## src/rtl/bp_be_stride_pf_gen_pkg.sv

```systemverilog
// ============================================================================
// bp_be_pkg: shared types for the stride prefetch generator
// Rev 1.0
// ============================================================================
`default_nettype none

`define DECLARE_BP_BE_PF_ENTRY_S(vaddr_mp, stride_mp) \
    typedef struct packed {                            \
        logic [vaddr_mp-1:0]  pc;                      \
        logic [stride_mp-1:0] stride;                  \
        logic [vaddr_mp-1:0]  last_addr;               \
    } bp_be_pf_entry_s

package bp_be_pkg;

    typedef enum logic [1:0] {
        e_idle  = 2'd0,
        e_train = 2'd1,
        e_issue = 2'd2
    } bp_be_pf_state_e;

endpackage

`default_nettype wire

```

## src/rtl/bp_be_stride_pf_gen_stream_table.sv

```systemverilog
// ============================================================================
// bp_be_pf_stream_table: per-window stream table, CAM on PC, one write port
// Rev 1.0
// ============================================================================
`default_nettype none

module bp_be_pf_stream_table
    import bp_be_pkg::*;
#(
    parameter int vaddr_width_p  = 39,
    parameter int stride_width_p = 8,
    parameter int pf_streams_p   = 4,
    localparam int idx_width_lp  = (pf_streams_p > 1) ? $clog2(pf_streams_p) : 1,
    localparam int cnt_width_lp  = $clog2(pf_streams_p + 1)
) (
    input  logic                      clk_i,
    input  logic [cnt_width_lp-1:0]   count_i,
    input  logic [vaddr_width_p-1:0]  pc_i,
    output logic                      hit_o,
    output logic [idx_width_lp-1:0]   hit_idx_o,
    input  logic                      w_v_i,
    input  logic [idx_width_lp-1:0]   w_idx_i,
    input  logic [stride_width_p-1:0] w_stride_i,
    input  logic [vaddr_width_p-1:0]  w_addr_i,
    input  logic [idx_width_lp-1:0]   r_idx_i,
    output logic [stride_width_p-1:0] r_stride_o,
    output logic [vaddr_width_p-1:0]  r_addr_o
);

    `DECLARE_BP_BE_PF_ENTRY_S(vaddr_width_p, stride_width_p);

    bp_be_pf_entry_s tbl_q [pf_streams_p];

    // Contents need no reset: only entries below count_i are ever consulted.
    always_ff @(posedge clk_i) begin
        if (w_v_i) begin
            tbl_q[w_idx_i] <= '{pc: pc_i, stride: w_stride_i, last_addr: w_addr_i};
        end
    end

    // Scan downwards so the lowest matching index wins.
    always_comb begin
        hit_o     = 1'b0;
        hit_idx_o = '0;
        for (int i = pf_streams_p - 1; i >= 0; i--) begin
            if ((cnt_width_lp'(i) < count_i) && (tbl_q[i].pc == pc_i)) begin
                hit_o     = 1'b1;
                hit_idx_o = idx_width_lp'(i);
            end
        end
    end

    assign r_stride_o = tbl_q[r_idx_i].stride;
    assign r_addr_o   = tbl_q[r_idx_i].last_addr;

endmodule

`default_nettype wire

```

## src/rtl/bp_be_stride_pf_gen.sv

```systemverilog
// ============================================================================
// bp_be_stride_pf_gen: records striding loads per discovery window and issues
// block-aligned prefetches on confirm. Rev 1.0
// ============================================================================
`default_nettype none

module bp_be_stride_pf_gen
    import bp_be_pkg::*;
#(
    parameter int vaddr_width_p        = 39,
    parameter int stride_width_p       = 8,
    parameter int pf_streams_p         = 4,
    parameter int pf_degree_p          = 2,
    parameter int block_offset_width_p = 6
) (
    input  logic                      clk_i,
    input  logic                      reset_i,
    input  logic                      flush_i,
    input  logic                      stride_v_i,
    input  logic [stride_width_p-1:0] stride_i,
    input  logic [vaddr_width_p-1:0]  pc_i,
    input  logic [vaddr_width_p-1:0]  eff_addr_i,
    input  logic                      start_discovery_i,
    input  logic                      confirm_discovery_i,
    output logic                      pf_v_o,
    output logic [vaddr_width_p-1:0]  pf_vaddr_o,
    input  logic                      pf_ready_and_i,
    output logic                      busy_o
);

    localparam int idx_width_lp = (pf_streams_p > 1) ? $clog2(pf_streams_p) : 1;
    localparam int cnt_width_lp = $clog2(pf_streams_p + 1);
    localparam int deg_width_lp = (pf_degree_p > 1) ? $clog2(pf_degree_p) : 1;

    bp_be_pf_state_e           state_q, state_d;
    logic [cnt_width_lp-1:0]   count_q, count_d;
    logic [cnt_width_lp-1:0]   ptr_q, ptr_d;
    logic [deg_width_lp-1:0]   k_q, k_d;
    logic [vaddr_width_p-1:0]  cur_q, cur_d;
    logic                      pf_v_q, pf_v_d;
    logic [vaddr_width_p-1:0]  pf_vaddr_q, pf_vaddr_d;
    logic                      last_v_q, last_v_d;

    logic                      tbl_hit;
    logic [idx_width_lp-1:0]   tbl_hit_idx;
    logic                      tbl_w_v;
    logic [idx_width_lp-1:0]   tbl_w_idx;
    logic [stride_width_p-1:0] tbl_r_stride;
    logic [vaddr_width_p-1:0]  tbl_r_addr;

    logic                      start_ev;
    logic [vaddr_width_p-1:0]  base;
    logic [vaddr_width_p-1:0]  cur_next;
    logic [vaddr_width_p-1:0]  cand;

    bp_be_pf_stream_table #(
        .vaddr_width_p  (vaddr_width_p),
        .stride_width_p (stride_width_p),
        .pf_streams_p   (pf_streams_p)
    ) u_table (
        .clk_i      (clk_i),
        .count_i    (count_q),
        .pc_i       (pc_i),
        .hit_o      (tbl_hit),
        .hit_idx_o  (tbl_hit_idx),
        .w_v_i      (tbl_w_v),
        .w_idx_i    (tbl_w_idx),
        .w_stride_i (stride_i),
        .w_addr_i   (eff_addr_i),
        .r_idx_i    (idx_width_lp'(ptr_q)),
        .r_stride_o (tbl_r_stride),
        .r_addr_o   (tbl_r_addr)
    );

    assign start_ev = stride_v_i & start_discovery_i;

    // First step of each entry starts from the table, avoiding any forwarding
    // of a same-cycle update made by the confirming event.
    assign base     = (k_q == '0) ? tbl_r_addr : cur_q;
    assign cur_next = base + {{(vaddr_width_p-stride_width_p){tbl_r_stride[stride_width_p-1]}},
                              tbl_r_stride};
    assign cand     = {cur_next[vaddr_width_p-1:block_offset_width_p],
                       {block_offset_width_p{1'b0}}};

    always_comb begin
        state_d    = state_q;
        count_d    = count_q;
        ptr_d      = ptr_q;
        k_d        = k_q;
        cur_d      = cur_q;
        pf_v_d     = pf_v_q;
        pf_vaddr_d = pf_vaddr_q;
        last_v_d   = last_v_q;
        tbl_w_v    = 1'b0;
        tbl_w_idx  = '0;

        case (state_q)
            e_idle: begin
                if (start_ev) begin
                    tbl_w_v = 1'b1;
                    count_d = cnt_width_lp'(1);
                    state_d = e_train;
                end
            end
            e_train: begin
                if (start_ev) begin
                    tbl_w_v = 1'b1;
                    count_d = cnt_width_lp'(1);
                end else if (stride_v_i) begin
                    if (tbl_hit) begin
                        tbl_w_v   = 1'b1;
                        tbl_w_idx = tbl_hit_idx;
                    end else if (count_q < cnt_width_lp'(pf_streams_p)) begin
                        tbl_w_v   = 1'b1;
                        tbl_w_idx = idx_width_lp'(count_q);
                        count_d   = count_q + cnt_width_lp'(1);
                    end
                    if (confirm_discovery_i) begin
                        state_d  = e_issue;
                        ptr_d    = '0;
                        k_d      = '0;
                        last_v_d = 1'b0;
                    end
                end
            end
            e_issue: begin
                if (start_ev) begin
                    tbl_w_v = 1'b1;
                    count_d = cnt_width_lp'(1);
                    pf_v_d  = 1'b0;
                    state_d = e_train;
                end else if (!pf_v_q || pf_ready_and_i) begin
                    pf_v_d = 1'b0;
                    if (ptr_q == count_q) begin
                        state_d = e_idle;
                        count_d = '0;
                    end else if (tbl_r_stride == '0) begin
                        ptr_d = ptr_q + cnt_width_lp'(1);
                        k_d   = '0;
                    end else begin
                        cur_d = cur_next;
                        // pf_vaddr_q holds the last accepted block of this phase.
                        if (!last_v_q || (cand != pf_vaddr_q)) begin
                            pf_v_d     = 1'b1;
                            pf_vaddr_d = cand;
                            last_v_d   = 1'b1;
                        end
                        if (k_q == deg_width_lp'(pf_degree_p - 1)) begin
                            k_d   = '0;
                            ptr_d = ptr_q + cnt_width_lp'(1);
                        end else begin
                            k_d = k_q + deg_width_lp'(1);
                        end
                    end
                end
            end
            default: state_d = e_idle;
        endcase

        if (flush_i) begin
            state_d = e_idle;
            count_d = '0;
            pf_v_d  = 1'b0;
            tbl_w_v = 1'b0;
        end
    end

    always_ff @(posedge clk_i or posedge reset_i) begin
        if (reset_i) begin
            state_q    <= e_idle;
            count_q    <= '0;
            ptr_q      <= '0;
            k_q        <= '0;
            cur_q      <= '0;
            pf_v_q     <= 1'b0;
            pf_vaddr_q <= '0;
            last_v_q   <= 1'b0;
        end else begin
            state_q    <= state_d;
            count_q    <= count_d;
            ptr_q      <= ptr_d;
            k_q        <= k_d;
            cur_q      <= cur_d;
            pf_v_q     <= pf_v_d;
            pf_vaddr_q <= pf_vaddr_d;
            last_v_q   <= last_v_d;
        end
    end

    assign pf_v_o     = pf_v_q;
    assign pf_vaddr_o = pf_vaddr_q;
    assign busy_o     = (state_q != e_idle);

endmodule

`default_nettype wire

```

## config.mk

```make
export PLATFORM = sky130hd
export DESIGN_NAME = bp_be_stride_pf_gen
export DESIGN_NICKNAME = d
export VERILOG_FILES = /design/src/rtl/bp_be_stride_pf_gen_pkg.sv /design/src/rtl/bp_be_stride_pf_gen_stream_table.sv /design/src/rtl/bp_be_stride_pf_gen.sv
export SDC_FILE = /design/constraint.sdc
export NUM_CORES = 1
export LEC_CHECK = 0
export CAP_MARGIN = 5
export CORE_MARGIN = 2
export CORE_UTILIZATION = 60
export DETAILED_ROUTE_END_ITERATION = 10
export GPL_TIMING_DRIVEN = 0
export HOLD_SLACK_MARGIN = 0.06
export PLACE_DENSITY = 0.81
export SETUP_SLACK_MARGIN = 0.05
export SLEW_MARGIN = 20
export SYNTH_ARGS = -nofsm -noshare
export SYNTH_HDL_FRONTEND = slang
export SYNTH_SLANG_ARGS = --single-unit
export TNS_END_PERCENT = 100
```

## constraint.sdc

```tcl
create_clock -name clk_i -period 10.2 [get_ports clk_i]
set_input_delay 2.04 -clock clk_i [delete_from_list [all_inputs] [get_ports clk_i]]
set_output_delay 2.04 -clock clk_i [all_outputs]
set_load 0.03 [all_outputs]
```

==> results_dict.tcl, run 1 <==
set metrics [dict create \
    outcome "finished, final reports clean" \
    clk_pin_slew_worst_paths_ps 60 \
    antennaDiodeCount 0 \
    clock_sink_count 427 \
    synthesis.area_mm2 0.0207 \
    route.detailed.vias_per_inst 5.98 \
    core_mm2 0.0337 \
    critical_path.endpoint_type "flop" \
    hpwl_mm 36.4 \
    cts_root_buf "clkbuf_16" \
    final.period_utilization 0.777 \
    power-per-cell-area_mw_per_mm2 333 \
    floorplan_row_count 67 \
    via_count 13400 \
    worstRegToRegCells 21 \
    hp-class "reg -> reg" \
    edff_count_synth 344 \
    fillCellCount 2226 \
    postSynth.asyncResetShare 0.194 \
    holdCritStartpoint "cur_q[37]" \
    clock_tree_from_tritoncts "done" \
    initial_utilization 0.614 \
    rsz0062_at_grt "false" \
    post_drt_wl_per_cell_um 22.4 \
    holdBufCountCts 0 \
    critical_path_peak_fanout 10 \
    final_core_util 0.724 \
    io_pins 134 \
    post_cts.repair.setup_buffers 0 \
    io_buffer_count 127 \
    wire_length_of_the_first_global_routing_pass_mm 78.7 \
    drive_above_1_share 0.125 \
    worst_skew_pair.late_latency_ps 570 \
    final_nets 1902 \
    post_dp_cell_area_mm2 0.0229 \
    ant_nets 0 \
    static-leakage-power_nw 9.03 \
    arrival_ps 8350 \
    first_global_vias 13900 \
    yosys_most_used_dff "edfxtp_1" \
    timing_hold_violations_final 0 \
    post_cts.resized_instances 0 \
    die_area_mm2 0.0360 \
    post_synth_inst_count 1562 \
    hold_depth 1 \
    vdd_drop_max_mv 0.233 \
    number_of_distinct_library_cells_after_synthesis 88 \
    timing.rr.start "ptr_q[0]" \
    r2r_end "pf_vaddr_o[24]" \
    seqCellArea_mm2 0.0124 \
    multi_input_comb_area_mm2 0.00786 \
    grt.overflow.total 0 \
    holdWs_ps 474 \
    critical_path.startpoint "ptr_q[0]" \
    place.gp.congestion 0.951 \
    yosysWarningCount 0 \
    clock-skew-final_ps 32.7 \
    detailedRoute.firstPassIterationCount 5 \
    finalInstanceArea_mm2 0.0244 \
    required_time_reported_for_the_critical_path_endpoint_ps 10620 \
    maximum_number_of_pins_on_one_net_before_global_route_repair 45 \
    synthesis.area_per_instance_um2 13.2 \
    layout-area-overhead-vs-synth_pct 17.9 \
    htree_num_levels 2 \
    grt_util_all_layers 0.286 \
    setup_viol 0 \
    finalWorstPathRequiredPeriod_ps 7930 \
    hold_path_end "cur_q[37]" \
    detailedRoute.firstIterationViolations 1015 \
    startpoint_type "flop" \
    dieWidth_um 190 \
    fraction_of_the_yosys_area_taken_by_sequential_cells 0.600 \
    timing_worst_setup_path_type "reg -> reg" \
    timing.slew.headroom 0.295 \
    antenna_found_initial 2 \
    drt_drc_violations_left 0 \
    die_y_um 190 \
    timing.reg2reg.setup_slack_ps 2270 \
    max_slew.worst_pin.slew_ps 1060 \
    max_cap_violations 0 \
    cts-buffers-inserted 44 \
    final-max-slew-violation-count 0 \
    f_max_mhz 126 \
    detail_route.wirelength_mm 50.4 \
    number_of_register_bits_inferred_by_synthesis 427 \
    totalNegativeSetupSlack_ps 0 \
    cts_max_path_buffers 3 \
]
cells in the mapped netlist (4+ instances only):
cell / instances / share of area
xor2_1: 148 / 0.063
clkbuf_1: 23 / 0.0042
nor2_1: 38 / 0.0069
o22ai_1: 5 / 0.0015
and4_1: 5 / 0.0021
a31oi_1: 4 / 0.0012
nor3_1: 21 / 0.0051
nand2_1: 283 / 0.051
xnor3_1: 4 / 0.0044
o21a_1: 10 / 0.0036
dfrtp_1: 83 / 0.10
o2111ai_1: 5 / 0.0021
nand4_1: 30 / 0.0091
inv_1: 25 / 0.0045
o21ai_1: 6 / 0.0015
nand3_1: 15 / 0.0036
ha_1: 45 / 0.027
a21o_1: 14 / 0.0051
mux2_4: 18 / 0.013
nor4_1: 39 / 0.012
mux2_2: 9 / 0.0049
buf_6: 5 / 0.0027
nand2b_1: 6 / 0.0018
edfxtp_1: 344 / 0.50
and3_1: 7 / 0.0021
o21ai_0: 50 / 0.012
o211ai_1: 6 / 0.0022
buf_4: 8 / 0.0029
buf_2: 16 / 0.0039
mux2i_1: 4 / 0.0019
mux4_2: 48 / 0.052
a211oi_1: 6 / 0.0022
a21oi_1: 55 / 0.013
buf_1: 9 / 0.0016
xnor2_1: 76 / 0.032
nor2b_1: 8 / 0.0024
per-stage QoR:
stage | total power, mW | worst slack (ps) | cells
CTS | 8.12 | 2170 | 2246
global route | 8.61 | 1670 | 2246
finish | 8.13 | 2270 | 2246
detailed placement | 6.49 | 2290 | 2165
global placement | 6.41 | -5350 | 2142
floorplan | 5.28 | 81.8 | 1567
layer usage:
layer	GRT usage	wire [um]
met1	0.367	20400
met2	0.498	25500
met3	0.0437	2720
met4	0.105	1780
met5	0	14
cell families (layout without fill, tap and decap cells):
family	Yosys count	in the layout	share of synthesized area
multiplexers	79	79	0.0722
flip-flops	427	427	0.600
other	1	6	0.000181
XOR/XNOR	230	230	0.102
adder cells (fa/ha/maj)	46	46	0.0282
buffers and inverters	89	320	0.0220
AND/OR/NAND/NOR	480	480	0.108
AO/OA/AOI/OAI	210	210	0.0680
cell usage in the layout (no fill, tap or decap), drive strengths merged, types with 23 or more instances in the layout:
cell	instances
a21oi	61
buf	63
clkbuf	84
clkdlybuf4s50	127
dfrtp	83
edfxtp	344
ha	45
inv	27
mux2	27
mux4	48
nand2	284
nand4	30
nor2	38
nor3	23
nor4	40
o21ai	58
xnor2	76
xor2	148
power by group:
group          switching (mW)  leakage (nW)  internal, mW  total, mW
Clock                   0.661         0.700         0.941       1.60
Sequential              0.158          4.16          2.08       2.24
Combinational            2.61          4.17          1.68       4.29
registers in the layout, summed over array words and instances, names as in the netlist:
name and flops:
count_q 3, cur_q 39, k_q 1, last_v_q 1, pf_v_o 1, pf_vaddr_o 33
ptr_q 3, state_q 2, u_table.tbl_q 344
worst max-delay path: stages (launching register included):
cell and delay, ps:
dfrtp_1 350, clkbuf_1 260, buf_1 630, clkbuf_1 850, buf_1 750, mux4_2 620
nand2_1 90, nand2_1 70, ha_1 300, buf_2 180, a211oi_1 330, o21bai_1 210
o2111a_1 280, a211oi_1 670, xnor2_1 230, o311ai_0 200, nor4_1 580, nand4b_1 270
o21a_1 260, buf_6 160, buf_12 160, mux2_4 300
worst max-delay path by stage:
stage	slack [ps]	cells after the start	to
floorplan	80	8	u_table.tbl_q[1][0]
global placement	-5350	10	u_table.tbl_q[1][19]
detailed placement	2290	21	pf_vaddr_o[24]
CTS	2170	21	pf_vaddr_o[22]
global route	1670	21	pf_vaddr_o[22]
finish	2270	21	pf_vaddr_o[24]
layout make-up:
| type | instances | area share |
|---|---|---|
| tap | 448 | 0.0230 |
| inverter | 25 | 0.00395 |
| timing repair buffer | 150 | 0.0677 |
| sequential | 427 | 0.509 |
| multi-input combinational | 1051 | 0.322 |
| buffer | 64 | 0.0148 |
| clock buffer | 60 | 0.0497 |
| clock inverter | 21 | 0.00965 |
Note: power is estimated with default switching activity, not from simulation.
==> run 2, diff against run 1 <==
clock period = 7.7 ns   (was 10.2 ns; I/O delays follow)
==> run 2 against run 1 <==
Sequential share of layout area about the same. Critical endpoint is now pf_vaddr_o[22]. Critical path type unchanged. Largest power group unchanged. Worst setup slack worse by 1700 ps. Critical path depth grew 1. Highest routed layer unchanged.
==> results_dict.tcl, run 2 (same netlist as run 1, synthesis figures left out) <==
set metrics [dict create \
    outcome "finished, final reports clean" \
    globalRoute.busiestLayer "met2" \
    timing_worst_setup_path_type "reg -> reg" \
    static-leakage-power_nw 9.04 \
    first_global_vias 13800 \
    max_cap_violations 0 \
    detail_route.wirelength_mm 49.9 \
    detailedRoute.firstPassIterationCount 6 \
    post_drt_wl_per_cell_um 22.3 \
    hpwl_mm 35.8 \
    ant_nets 0 \
    holdWs_ps 477 \
    setup_viol 0 \
    route.detailed.vias_per_inst 6.03 \
    rsz0062_at_grt "false" \
    max_slew.worst_pin.slew_ps 915 \
    grt_util_all_layers 0.286 \
    number_of_flip_flops_under_the_largest_register_name 344 \
    globalRouteMet1Util 0.366 \
    initial_utilization 0.614 \
    clock-skew-final_ps 31.3 \
    final_nets 1896 \
    die_y_um 190 \
    critical_path.endpoint_type "flop" \
    clock_sink_count 427 \
    io_buffer_count 127 \
    antennaDiodeCount 0 \
    vdd_drop_max_mv 0.268 \
    global_route.usage.met3 0.0410 \
    htree_num_levels 2 \
    power-per-cell-area_mw_per_mm2 442 \
    floorplan_row_count 67 \
    timing_hold_violations_final 0 \
    dp_worst_setup_slack_ps -113 \
    place.gp.congestion 0.934 \
    io_pins 134 \
    final-max-slew-violation-count 0 \
    critical_path_peak_fanout 10 \
    arrival_ps 7590 \
    grt.overflow.total 0 \
    totalNegativeSetupSlack_ps 0 \
    required_time_reported_for_the_critical_path_endpoint_ps 8150 \
    maximum_number_of_pins_on_one_net_before_global_route_repair 44 \
    startpoint_type "flop" \
    die_area_mm2 0.0360 \
    cts-buffers-inserted 44 \
    layout_common_cells "edfxtp_1 (344), nand2_1 (283), xor2_1 (148)" \
    drt_drc_violations_left 0 \
    hp-class "reg -> reg" \
    global_route_met2_usage 0.490 \
    dieWidth_um 190 \
    via_count 13500 \
    drive_above_1_share 0.125 \
    worst_skew_pair.late_latency_ps 590 \
    f_max_mhz 140 \
    layout-area-overhead-vs-synth_pct 18.0 \
    timing.slew.headroom 0.390 \
    cts_root_buf "clkbuf_16" \
    clock_tree_from_tritoncts "done" \
    detailedRoute.firstIterationViolations 1041 \
    finalWorstPathRequiredPeriod_ps 7140 \
    final.period_utilization 0.927 \
    finalWorstSetupSlack_ps 560 \
    largest_register "u_table.tbl_q" \
    wire_length_of_the_first_global_routing_pass_mm 78.1 \
    cts_max_path_buffers 3 \
    post_cts.repair.setup_buffers 0 \
    antenna_found_initial 2 \
    most_common_cell_after_layout_fill_and_taps_aside "edfxtp_1" \
    clk_pin_slew_worst_paths_ps 60 \
    core_mm2 0.0337 \
]
run 2: cell types whose count changed in the layout (fill, tap and decap cells not counted), moves of 2 or more:
cell and change:
buf_1 -3, buf_12 -2, buf_4 -6, buf_6 -4, buf_8 +5, clkbuf_2 +4, clkbuf_8 +5, clkinv_1 -3
clkinvlp_4 -2
run 2: repair_timing:
action	CTS	global route
gates resized for setup	1	6
hold buffers	0	0
setup endpoints to repair	28	28
run 2: through the flow:
step / instance area [um^2] / power (mW) / std cells / utilization
CTS: 24400 / 10.8 / 2239 / 0.724
global placement: 22500 / 8.48 / 2142 / 0.669
global route: 24400 / 11.4 / 2239 / 0.724
floorplan: 20700 / 6.99 / 1567 / -
finish: 24400 / 10.8 / 2239 / 0.724
detailed placement: 22900 / 8.56 / 2159 / 0.680
run 2: power breakdown:
part | switching [mW] | internal [mW]
Sequential | 0.205 | 2.76
Combinational | 3.46 | 2.22
Clock | 0.881 | 1.26
Total | 4.54 | 6.24
run 2: per-layer routing:
| layer | vias to the layer above | wire length (um) | part of all wire |
|---|---|---|---|
| li1 | 6180 | - | - |
| met1 | 6746 | 20000 | 0.40 |
| met2 | 459 | 25100 | 0.50 |
| met3 | 103 | 2780 | 0.056 |
| met4 | 2 | 1930 | 0.039 |
| met5 | - | 12 | 0.00024 |
run 2: critical path, cell delays in order (launching register included):
cell       delay, ps
dfrtp_1          430
buf_1            520
buf_1            660
clkbuf_1         570
mux4_2           320
nand2_1          100
nand2_1          110
ha_1             220
inv_1             90
fa_1             500
nor2b_4          140
o2111ai_1        260
a21oi_1          320
nor3_1            90
nor2_1           450
xor2_1           270
xor2_1           120
or4_1            520
or4_4            460
o21a_1           200
buf_6            160
buf_12           160
mux2_4           300
run 2: worst paths after layout:
kind / startpoint / end / slack (ps) / cells after the start
hold / removal: cur_q[27] / cur_q[27] / 480 / 2
setup reg to reg: ptr_q[1] / pf_vaddr_o[22] / 560 / 22
max in group asynchronous: reset_i / pf_vaddr_o[33] / 5660 / 3
hold reg to reg: cur_q[27] / cur_q[27] / 480 / 2
min in group asynchronous: reset_i / cur_q[3] / 1400 / 2
setup / recovery: ptr_q[1] / pf_vaddr_o[22] / 560 / 22
run 2: layout make-up:
type                       count  area [um^2]
clock buffer                  65         1280
sequential                   427        12400
fill                        2212         9310
buffer                        64          367
tap                          448          561
multi-input combinational   1051         7870
inverter                      25         96.3
timing repair buffer         144         1620
clock inverter                15          193
==> run 3, diff against run 2 <==
CORE_MARGIN = 5   (was 2)
==> run 3 against run 2 <==
Die area up 6.4%. Design area grew 0.10%. Global-route usage shrank 2.6 points. Clock power fell by 3%. Sequential share of layout area shrank 0.052 points. Maximum frequency is 0.34% lower. Combinational power decreased by 0.7%. Final cell count grew 0.36%.
==> results_dict.tcl, run 3 (same netlist as run 1, synthesis figures left out) <==
set metrics [dict create \
    outcome "finished, final reports clean" \
    vdd_drop_max_mv 0.311 \
    startpoint_type "flop" \
    f_max_mhz 140 \
    critical_path.endpoint_type "flop" \
    ant_nets 0 \
    drive_above_1_share 0.128 \
    hpwl_mm 36.2 \
    setup_viol 0 \
    antenna_found_initial 4 \
    final_core_util 0.712 \
    final.period_utilization 0.931 \
    instances_no_fill 2247 \
    hp-class "reg -> reg" \
    cts_root_buf "clkbuf_16" \
    finalWorstPathRequiredPeriod_ps 7160 \
    detailedRoute.firstPassIterationCount 5 \
    timing_worst_setup_path_type "reg -> reg" \
    htree_num_levels 2 \
    clk_pin_slew_worst_paths_ps 60 \
    rsz0062_at_grt "false" \
    dp_worst_setup_slack_ps -131 \
    drt_drc_violations_left 0 \
    final-max-slew-violation-count 0 \
    detailedRoute.firstIterationViolations 909 \
    most_common_cell_after_layout_fill_and_taps_aside "edfxtp_1" \
    core_mm2 0.0343 \
    io_pins 134 \
    critical_path_peak_fanout 10 \
    place.gp.congestion 0.940 \
    maximum_number_of_pins_on_one_net_before_global_route_repair 45 \
    grt.overflow.total 0 \
    io_buffer_count 127 \
    floorplan_row_count 68 \
    die_y_um 196 \
    place.detailed.instances 2167 \
    timing_hold_violations_final 0 \
    holdWs_ps 479 \
    max_slew.worst_pin.slew_ps 953 \
    via_count 13400 \
    power-per-cell-area_mw_per_mm2 438 \
    finalWorstSetupSlack_ps 535 \
    layout-area-overhead-vs-synth_pct 18.1 \
    clock_tree_from_tritoncts "done" \
    timing.slew.headroom 0.363 \
    final_nets 1896 \
    route.detailed.vias_per_inst 5.97 \
    initial_utilization 0.603 \
    worst_skew_pair.late_latency_ps 580 \
    grt_util_all_layers 0.260 \
    cts-buffers-inserted 43 \
    number_of_flip_flops_under_the_largest_register_name 344 \
    clock_sink_count 427 \
    arrival_ps 7610 \
    die_area_mm2 0.0383 \
    detail_route.wirelength_mm 49.4 \
    post_cts.repair.setup_buffers 0 \
    required_time_reported_for_the_critical_path_endpoint_ps 8150 \
    post_drt_wl_per_cell_um 22.0 \
    first_global_vias 13700 \
    largest_register "u_table.tbl_q" \
    static-leakage-power_nw 9.05 \
    max_cap_violations 0 \
    cts_max_path_buffers 3 \
    fin_total_pwr_mw 10.7 \
    wire_length_of_the_first_global_routing_pass_mm 77.5 \
    clock-skew-final_ps 16.8 \
    layout_common_cells "edfxtp_1 (344), nand2_1 (283), xor2_1 (148)" \
    dieWidth_um 196 \
]
-- run 3: area by class of cell --
type | count | area, um^2
diodes | 1 | 2.50
plain buffers | 64 | 368
clock buffers | 58 | 1210
clock inverters | 21 | 216
fillers | 2253 | 9870
inverters | 25 | 96.3
multi-input cells | 1051 | 7870
flip-flops and latches | 427 | 12400
well taps | 455 | 569
repair buffers | 145 | 1680
-- run 3: worst paths after layout --
check	startpoint	to	slack, ps	cells past startpoint
min reg2reg	cur_q[22]	cur_q[22]	480	2
min	cur_q[22]	cur_q[22]	480	2
max in group asynchronous	reset_i	cur_q[25]	5670	3
max reg2reg	ptr_q[1]	pf_vaddr_o[18]	540	22
max	ptr_q[1]	pf_vaddr_o[18]	540	22
min in group asynchronous	reset_i	cur_q[4]	1410	2
-- run 3: metrics by stage --
stage                     cell area (um^2)   TNS, ps
after floorplan                      20700         0
after global placement               22500  -1122560
after detailed placement             23000     -2220
after CTS                            24400         0
after global routing                 24400         0
final                                24400         0
-- run 3: where the power goes --
part	total, mW	internal, mW	switching, mW
Combinational	5.64	2.23	3.42
Clock	2.08	1.21	0.870
Sequential	2.96	2.75	0.207
Total	10.7	6.20	4.49
-- run 3: worst max-delay path, cell delays in order, from the launching register on --
cell and delay, ps:
dfrtp_1 440, buf_1 570, clkbuf_2 480, clkbuf_1 550, mux4_2 330, nand2_1 100
nand2_1 110, ha_1 220, inv_1 80, fa_1 500, nor2b_4 140, o2111ai_1 280
a21oi_1 360, nor3_1 100, nor2_1 460, xor2_1 290, xor2_1 180, or4_1 530
or4_4 470, o21a_1 200, buf_6 160, buf_12 160, mux2_4 290
-- run 3: metal layers --
| layer | GRT usage | up-vias | wire length [um] |
|---|---|---|---|
| met1 | 0.337 | 6738 | 19800 |
| met4 | 0.0923 | 6 | 1560 |
| met3 | 0.0430 | 96 | 2640 |
| met5 | 0 | - | 43 |
| li1 | - | 6171 | - |
| met2 | 0.449 | 403 | 25400 |
-- run 3: what timing repair did --
action                                  CTS  global route
endpoints found under the setup margin   28            28
gates resized for setup                   1             7
hold buffers                              0             0
gates cloned                              0             0
